===== src/rtl/uart_pkg.sv =====
`default_nettype none
// ============================================================================
// Module      : uart_pkg
// Description : Shared types and constants for the UART receiver.
//               Holds the receiver state encoding and the fixed frame
//               geometry (16x oversampling, mid-bit tick, 8 data bits).
// Revision    : 1.0  initial release
// ============================================================================
package uart_pkg;

  localparam int OVERSAMPLE = 16;
  localparam int MID_TICK   = 8;
  localparam int DATA_BITS  = 8;

  typedef enum logic [2:0] {
    IDLE   = 3'd0,
    START  = 3'd1,
    DATA   = 3'd2,
    PARITY = 3'd3,
    STOP   = 3'd4
  } rx_state_e;

endpackage
`default_nettype wire


===== src/rtl/uart_rx_sync.sv =====
`default_nettype none
// ============================================================================
// Module      : uart_rx_sync
// Description : Two-flop synchroniser for the asynchronous serial line.
//               Both stages reset to 1 so the line reads as idle (high)
//               while and right after reset.
// Ports       : clk   - system clock
//               rst_n - asynchronous active-low reset
//               d     - asynchronous input
//               q     - synchronised output
// Revision    : 1.0  initial release
// ============================================================================
module uart_rx_sync (
  input  logic clk,
  input  logic rst_n,
  input  logic d,
  output logic q
);

  logic meta;

  always_ff @(posedge clk or negedge rst_n) begin
    if (!rst_n) begin
      meta <= 1'b1;
      q    <= 1'b1;
    end else begin
      meta <= d;
      q    <= meta;
    end
  end

endmodule
`default_nettype wire


===== src/rtl/uart_rx.sv =====
`default_nettype none
// ============================================================================
// Module      : uart_rx
// Description : UART receiver, 8 data bits LSB first, 1 stop bit, 16x
//               oversampling driven by the receive_baud enable pulse.
//               Optional even-parity bit enabled by macro UART_RX_PARITY_EN;
//               without it parity_err is tied low.
// Ports       : clk          - system clock (rising edge)
//               rst_n        - asynchronous active-low reset
//               receive_baud - one-clk enable at 16x the bit rate
//               rxd          - serial line, asynchronous, idle high
//               clr_rdy      - consumer acknowledge, clears rdy and flags
//               rx_data      - last received byte
//               rdy          - byte available, held until cleared
//               frame_err    - stop bit of last byte sampled low
//               parity_err   - parity mismatch on last byte
//               overrun      - sticky, byte completed while rdy was set
// Revision    : 1.0  initial release
// ============================================================================
module uart_rx
  import uart_pkg::*;
(
  input  logic       clk,
  input  logic       rst_n,
  input  logic       receive_baud,
  input  logic       rxd,
  input  logic       clr_rdy,
  output logic [7:0] rx_data,
  output logic       rdy,
  output logic       frame_err,
  output logic       parity_err,
  output logic       overrun
);

  logic       rxd_s;
  logic       rxd_prev;
  rx_state_e  state;
  rx_state_e  state_next;
  logic [3:0] tick;
  logic [2:0] bit_cnt;
  logic [7:0] shift;

  logic       tick_clr;
  logic       shift_en;
  logic       done;
`ifdef UART_RX_PARITY_EN
  logic       par_en;
  logic       par_bit;
`endif

  uart_rx_sync u_sync (
    .clk   (clk),
    .rst_n (rst_n),
    .d     (rxd),
    .q     (rxd_s)
  );

  // State register
  always_ff @(posedge clk or negedge rst_n) begin
    if (!rst_n) begin
      state <= IDLE;
    end else begin
      state <= state_next;
    end
  end

  // Next-state and per-pulse control strobes; nothing moves without a pulse.
  always_comb begin
    state_next = state;
    tick_clr   = 1'b0;
    shift_en   = 1'b0;
    done       = 1'b0;
`ifdef UART_RX_PARITY_EN
    par_en     = 1'b0;
`endif
    if (receive_baud) begin
      case (state)
        IDLE: begin
          // Edge, not level: a line stuck low cannot retrigger.
          if (rxd_prev && !rxd_s) begin
            state_next = START;
            tick_clr   = 1'b1;
          end
        end
        START: begin
          if (tick == 4'(MID_TICK - 1)) begin
            tick_clr   = 1'b1;
            state_next = rxd_s ? IDLE : DATA;
          end
        end
        DATA: begin
          if (tick == 4'(OVERSAMPLE - 1)) begin
            shift_en = 1'b1;
            if (bit_cnt == 3'(DATA_BITS - 1)) begin
`ifdef UART_RX_PARITY_EN
              state_next = PARITY;
`else
              state_next = STOP;
`endif
            end
          end
        end
        PARITY: begin
`ifdef UART_RX_PARITY_EN
          if (tick == 4'(OVERSAMPLE - 1)) begin
            par_en     = 1'b1;
            state_next = STOP;
          end
`else
          state_next = IDLE;
`endif
        end
        STOP: begin
          if (tick == 4'(OVERSAMPLE - 1)) begin
            done       = 1'b1;
            state_next = IDLE;
          end
        end
        default: state_next = IDLE;
      endcase
    end
  end

  // Tick/bit counters, shift register and edge-detect history.
  // The tick counter wraps 15->0 on its own, so DATA/PARITY/STOP stay
  // mid-bit aligned after the single clear at the centre of the start bit.
  always_ff @(posedge clk or negedge rst_n) begin
    if (!rst_n) begin
      tick     <= 4'd0;
      bit_cnt  <= 3'd0;
      shift    <= 8'h00;
      rxd_prev <= 1'b1;
    end else if (receive_baud) begin
      rxd_prev <= rxd_s;
      tick     <= tick_clr ? 4'd0 : tick + 4'd1;
      if (tick_clr) begin
        bit_cnt <= 3'd0;
      end else if (shift_en) begin
        bit_cnt <= bit_cnt + 3'd1;
      end
      if (shift_en) begin
        shift <= {rxd_s, shift[7:1]};
      end
    end
  end

  // Completion has priority over clr_rdy so a coincident byte is not lost.
  always_ff @(posedge clk or negedge rst_n) begin
    if (!rst_n) begin
      rx_data   <= 8'h00;
      rdy       <= 1'b0;
      frame_err <= 1'b0;
      overrun   <= 1'b0;
    end else if (done) begin
      rx_data   <= shift;
      rdy       <= 1'b1;
      frame_err <= ~rxd_s;
      overrun   <= clr_rdy ? 1'b0 : (overrun | rdy);
    end else if (clr_rdy) begin
      rdy       <= 1'b0;
      frame_err <= 1'b0;
      overrun   <= 1'b0;
    end
  end

`ifdef UART_RX_PARITY_EN
  // Even parity: data bits plus parity bit must XOR to zero.
  always_ff @(posedge clk or negedge rst_n) begin
    if (!rst_n) begin
      par_bit    <= 1'b0;
      parity_err <= 1'b0;
    end else begin
      if (par_en) begin
        par_bit <= rxd_s;
      end
      if (done) begin
        parity_err <= ^{shift, par_bit};
      end else if (clr_rdy) begin
        parity_err <= 1'b0;
      end
    end
  end
`else
  assign parity_err = 1'b0;
`endif

endmodule
`default_nettype wire


===== config.mk =====
export PLATFORM = sky130hd
export DESIGN_NAME = uart_rx
export DESIGN_NICKNAME = d
export VERILOG_FILES = /design/src/rtl/uart_pkg.sv /design/src/rtl/uart_rx_sync.sv /design/src/rtl/uart_rx.sv
export SDC_FILE = /design/constraint.sdc
export NUM_CORES = 1
export LEC_CHECK = 0
export CORE_MARGIN = 10
export CORE_UTILIZATION = 30
export CTS_CLUSTER_SIZE = 16
export DETAILED_ROUTE_END_ITERATION = 12
export SLEW_MARGIN = 5
export SYNTH_ARGS = -nofsm -noshare
export SYNTH_HDL_FRONTEND = slang
export SYNTH_SLANG_ARGS = --single-unit
export TNS_END_PERCENT = 50

===== constraint.sdc =====
create_clock -name clk -period 2.35 [get_ports clk]
set_clock_uncertainty 0.2 [all_clocks]
set_input_delay 0.5875 -clock clk [delete_from_list [all_inputs] [get_ports clk]]
set_output_delay 0.5875 -clock clk [all_outputs]
set_load 0.005 [all_outputs]

==> results of run 1 <==
## where the power goes
part	total (mW)	leakage (nW)	internal, mW	switching [mW]
clock network	0.519	0.0552	0.314	0.204
logic	0.162	0.369	0.0778	0.0842
registers	0.659	0.427	0.595	0.0642
total	1.34	0.852	0.987	0.353
## worst max path at each step
| stage | startpoint | endpoint | slack [ns] | cells past startpoint |
|---|---|---|---|---|
| after CTS | receive_baud | rx_data[0] | 0.30 | 5 |
| final | receive_baud | rx_data[0] | 0.29 | 5 |
| after detailed placement | receive_baud | rx_data[4] | 0.01 | 5 |
| after global placement | receive_baud | rx_data[3] | 0.03 | 5 |
| after floorplan | tick[0] | rx_data[5] | 0.55 | 5 |
| after global routing | receive_baud | rx_data[0] | 0.25 | 5 |
## area by class of cell
class | count | area (µm²) | area share [%]
clock buffers | 6 | 72.6 | 3.98
clock inverters | 2 | 35.0 | 1.92
inverters | 3 | 11.3 | 0.617
multi-input cells | 74 | 611 | 33.4
flip-flops and latches | 32 | 805 | 44.1
well taps | 67 | 83.8 | 4.59
repair buffers | 21 | 208 | 11.4
## per-layer routing
layer | GRT usage (%) | wire length, µm
met1 | 9.17 | 1360
met2 | 12.3 | 1280
met5 | 0 | 0
met3 | 4.33 | 206
met4 | 4.34 | 63
## state kept, by name (all words and copies together), names as in the netlist
name	cells
bit_cnt	3
frame_err	1
overrun	1
rdy	1
rx_data	8
rxd_prev	1
shift	8
state	3
tick	4
u_sync.meta	1
u_sync.q	1
## kinds of logic (layout without fill, tap and decap cells)
| logic type | Yosys count | count (layout) | share of synthesized area [%] |
|---|---|---|---|
| flip-flops | 32 | 32 | 55.2 |
| AND/OR/NAND/NOR | 31 | 31 | 14.7 |
| AO/OA/AOI/OAI | 20 | 20 | 9.79 |
| multiplexers | 19 | 19 | 14.6 |
| buffers and inverters | 7 | 32 | 2.83 |
| adder cells (fa/ha/maj) | 3 | 3 | 2.58 |
| other | 1 | 1 | 0.257 |
## worst register-to-register path, stage by stage (launching register included)
cell	delay, ns
dfrtp_1	0.38
ha_1	0.30
nand4b_1	0.26
a2111oi_4	0.56
a21oi_1	0.09
## cell usage after synthesis, drive strengths merged, types with 2 or more instances
| cell | number | area (µm²) |
|---|---|---|
| nand4 | 2 | 12.5 |
| dfstp | 3 | 78.8 |
| o21ai | 6 | 30.0 |
| nand2 | 5 | 18.8 |
| a31oi | 2 | 12.5 |
| nand3 | 5 | 25.0 |
| a21oi | 5 | 25.0 |
| dfrtp | 29 | 726 |
| nor3 | 2 | 20.0 |
| or3b | 2 | 22.5 |
| ha | 3 | 37.5 |
| nor2 | 5 | 35.0 |
| inv | 3 | 11.3 |
| a21o | 2 | 15.0 |
| nor3b | 2 | 20.0 |
| mux2 | 18 | 203 |
| buf | 3 | 26.3 |
## per-stage QoR
| step | worst slack, ns | util (%) |
|---|---|---|
| floorplan | 0.548 | - |
| global placement | 0.0279 | 36.4 |
| detailed placement | 0.0129 | 36.4 |
| CTS | 0.304 | 38.6 |
| global route | 0.251 | 38.6 |
| finish | 0.288 | 38.6 |
==> metrics, run 1 <==
residual DRC count 0; ANT cells 0; first-pass GRT wire length 4890 µm; IO Port Bufs 15; CTS Buf Count 5; Hold Path End u_sync.q; Worst R2R Start tick[1]; hold-critical path depth 0; post-DP HPWL 2070 µm; most common cell after layout, fill and taps aside dfrtp_1; Initial Utilization 30.8%; Setup crit end kind register; final max-slew violation count 0; die width 89.7 µm; syn_area_per_cell roughly 13 µm²; Worst slew margin 66.6%; total wire length 2910 µm; FF-to-FF setup slack 0.40 ns; CTS Hold Bufs 0; slowest library cell on the worst path clkdlybuf4s50_1; worst vdd ir 407 µV; Layout Cells excl Fill between 200 and 250; GRT overflow 0; RSZ-0062 raised after global routing false; # IOs 17; fin crit share 87.7%; share of layout cells above drive strength 1 29.0%; Post-CTS Resized 0; syn_nets 121; clk buf depth 2; post-route ant nets 0; hold_ws between 0.15 and 0.2 ns; area grow syn2layout 25.3%; clock slew at the register clock pins of the worst setup and hold paths roughly 0.07 ns; H-tree depth 2; Tmin final 2.06 ns; CP Class input pin to register; outcome finished clean; maximum capacitance violations 0; # setup viols final 0; drt first pass iters 4; CTS tree done; Worst Path Buf+Inv 2; TNS Setup 0 ns; core area 4720 µm²; DIE AREA 8040 µm²; Post-synth EDFFs 0; cells after synthesis between 100 and 150; via count ~980; dpl cell area roughly 1700 µm²; Worst Path Max Fanout 10; maximum clock frequency 485 MHz; vias in the first global route about 1,000; Top FF cell, synth dfrtp_1; Hold Crit Start u_sync.meta; most frequent cells in the layout dfrtp_1 (29), mux2_2 (17), clkdlybuf4s50_1 (15); fraction of the yosys area taken by sequential cells 55.2%; reg2reg path depth 4; Final GP Congestion 0.820; post-synthesis register bit count 32; total power after layout 1.34 mW; Worst EP arrival 2.02 ns; Die Y-Extent between 80 and 90 µm; Worst Hold Class register to register; CP Launch Type input pin; cells along the critical path clkdlybuf4s50_1, and4_1, and2_1, buf_12, mux2_2; Synth cell types 37; Cell Rows 25; total global routing track utilization ~8%; post-synthesis async set-or-reset flop share 100%; Nets approximately 150; pwr/cell area around 730 nW/µm²; crit-path leading delay family buffers and inverters; initial antenna violation count 0; finished layout cell area 1830 µm²; Clock Sinks 32; slowest stage delay, CP 0.53 ns; Layout fillers ~450; yosys warns 0; Worst-Margin Slew 0.502 ns; DR iter-0 viols 24; synthesized cell area 1460 µm²; Fin. Hold Viols 0; clock latency on the worst-skew pair 0.28 ns; Worst R2R End bit_cnt[2]; Root Buffer clkbuf_8; pin count of the biggest net entering global routing 33; Via-to-Cell Ratio roughly 4.8; total setup buffers inserted after CTS 0; Inst Count DP between 150 and 200; wire per inst 14.2 µm; Leak 0.852 nW; WP data required 2.31 ns
No activity file was read; power rests on OpenSTA's default activity.
==> inputs of run 2 (changes only) <==
Settings changed: CORE_MARGIN 10 to 1, SLEW_MARGIN 5 to not set.
==> metrics, run 2 (synthesized netlist as in run 1, its figures left out) <==
outcome finished clean; CP Class input pin to register; Root Buffer clkbuf_8; clock slew at the register clock pins of the worst setup and hold paths 0.07 ns (about the same); final max-slew violation count 0 (unchanged); TNS Setup 0 ns (unchanged); worst vdd ir 307 µV (-25%); CTS Hold Bufs 0 (unchanged); Hold Crit Start u_sync.meta; GRT overflow 0 (unchanged); Worst Path Max Fanout 12 (+2); M1 wire length 1370 µm (+1.3%); clock latency on the worst-skew pair 0.29 ns (about the same); first-pass GRT wire length 5090 µm (+3.9%); maximum capacitance violations 0 (unchanged); core area 4500 µm² (-4.6%); Cell Rows 24 (-4.0%); top sig layer met4; post-route setup slack 0.333 ns (+0.0450 ns); post-DP HPWL 1990 µm (-3.9%); IO Port Bufs 15 (unchanged); Post-CTS Resized 0 (unchanged); final core utilization 39.9% (+1.3 points); DR iter-0 viols 41 (+71%); total global routing track utilization 13.3% (+5.1 points); total wire length 2890 µm (-0.58%); pin count of the biggest net entering global routing 33 (unchanged); via count 962 (-1.7%); CTS Buf Count 5 (unchanged); metal2 WL 1340 µm (+4.3%); Clock Sinks 32 (unchanged); RSZ-0062 raised after global routing false; vias in the first global route 1,004 (-1.5%); Worst R2R Start tick[0]; most common cell after layout, fill and taps aside dfrtp_1; H-tree depth 2 (unchanged); Setup crit end kind register; Final GP Congestion 0.859 (+4.8%); Worst EP arrival 1.96 ns (-0.06 ns); Worst-Margin Slew 0.531 ns (+0.0296 ns); Die Y-Extent 71.7 µm (-20%); maximum clock frequency 496 MHz (+2.2%); # IOs 17 (unchanged); area grow syn2layout 23.5%; post-route ant nets 0 (unchanged); drt first pass iters 4 (unchanged); hold_ws 0.156 ns (-0.000109 ns); CTS tree done; Tmin final 2.02 ns (-0.0450 ns); Fin. Hold Viols 0 (unchanged); CP Launch Type input pin; most frequent cells in the layout dfrtp_1 (29), mux2_2 (17), clkdlybuf4s50_1 (15); Worst Hold Class register to register; ANT cells 0 (unchanged); Setup Slack @ Placement 0.0206 ns (+0.00771 ns); Nets 144 (-0.69%); Leak 0.847 nW (-0.56%); DR WL met3 114 µm (-45%); pwr/cell area 748 nW/µm² (+1.9%); total power after layout 1.35 mW (+0.41%); DIE AREA 5140 µm² (-36%); # setup viols final 0 (unchanged); residual DRC count 0 (unchanged); WP data required 2.30 ns (about the same); Critical Path Start receive_baud; Via-to-Cell Ratio 5.09 (+6.6%); total setup buffers inserted after CTS 0 (unchanged); clk buf depth 2 (unchanged); Worst slew margin 64.6% (-2.0 points); share of layout cells above drive strength 1 28.5% (-0.52 points); Initial Utilization 32.3% (+1.5 points); fin crit share 85.8% (-1.9 points); die width 71.7 µm (-20%); initial antenna violation count 0 (unchanged); biggest regs rx_data: 8 flops, shift: 8 flops, tick: 4 flops; wire per inst 15.3 µm (+7.8%)
run 2: cell count changes in the layout (fill, tap and decap cells not counted), sizes merged:
cell / delta
buf: -1
run 2: power breakdown:
group | switching, mW | internal [mW]
registers | 0.0653 | 0.595
logic | 0.0887 | 0.0776
clock network | 0.204 | 0.314
run 2: layer usage:
layer	up-vias	GRT usage, %
met2	21	19.8
li1	459	-
met5	-	0
met4	0	7.19
met1	475	17.4
met3	7	3.80
run 2: worst paths after layout:
check | endpoint | slack (ns) | depth (start not counted)
worst max-delay path | bit_cnt[2] | 0.33 | 5
worst min-delay path | u_sync.q | 0.16 | 0
worst max register to register | bit_cnt[2] | 0.37 | 4
worst min register to register | u_sync.q | 0.16 | 0
max in group asynchronous | u_sync.meta | 1.12 | 2
min in group asynchronous | tick[0] | 0.49 | 2
run 2: final cells by class:
| class | count | area, µm² |
|---|---|---|
| tap | 52 | 65.1 |
| clock inverter | 2 | 35.0 |
| multi-input combinational | 74 | 611 |
| inverter | 3 | 11.3 |
| clock buffer | 6 | 72.6 |
| timing repair buffer | 20 | 200 |
| fill | 426 | 2710 |
| sequential | 32 | 805 |
run 2: worst max-delay path, stage by stage:
cell	delay, ns
clkdlybuf4s50_1	0.51
buf_4	0.19
inv_1	0.14
a2111oi_4	0.44
a21oi_1	0.10
run 2: per-stage QoR:
stage	cell area, µm²	std cells
after global placement	1690	181
final	1800	189
after floorplan	1460	113
after global routing	1800	189
after detailed placement	1690	181
after CTS	1800	189
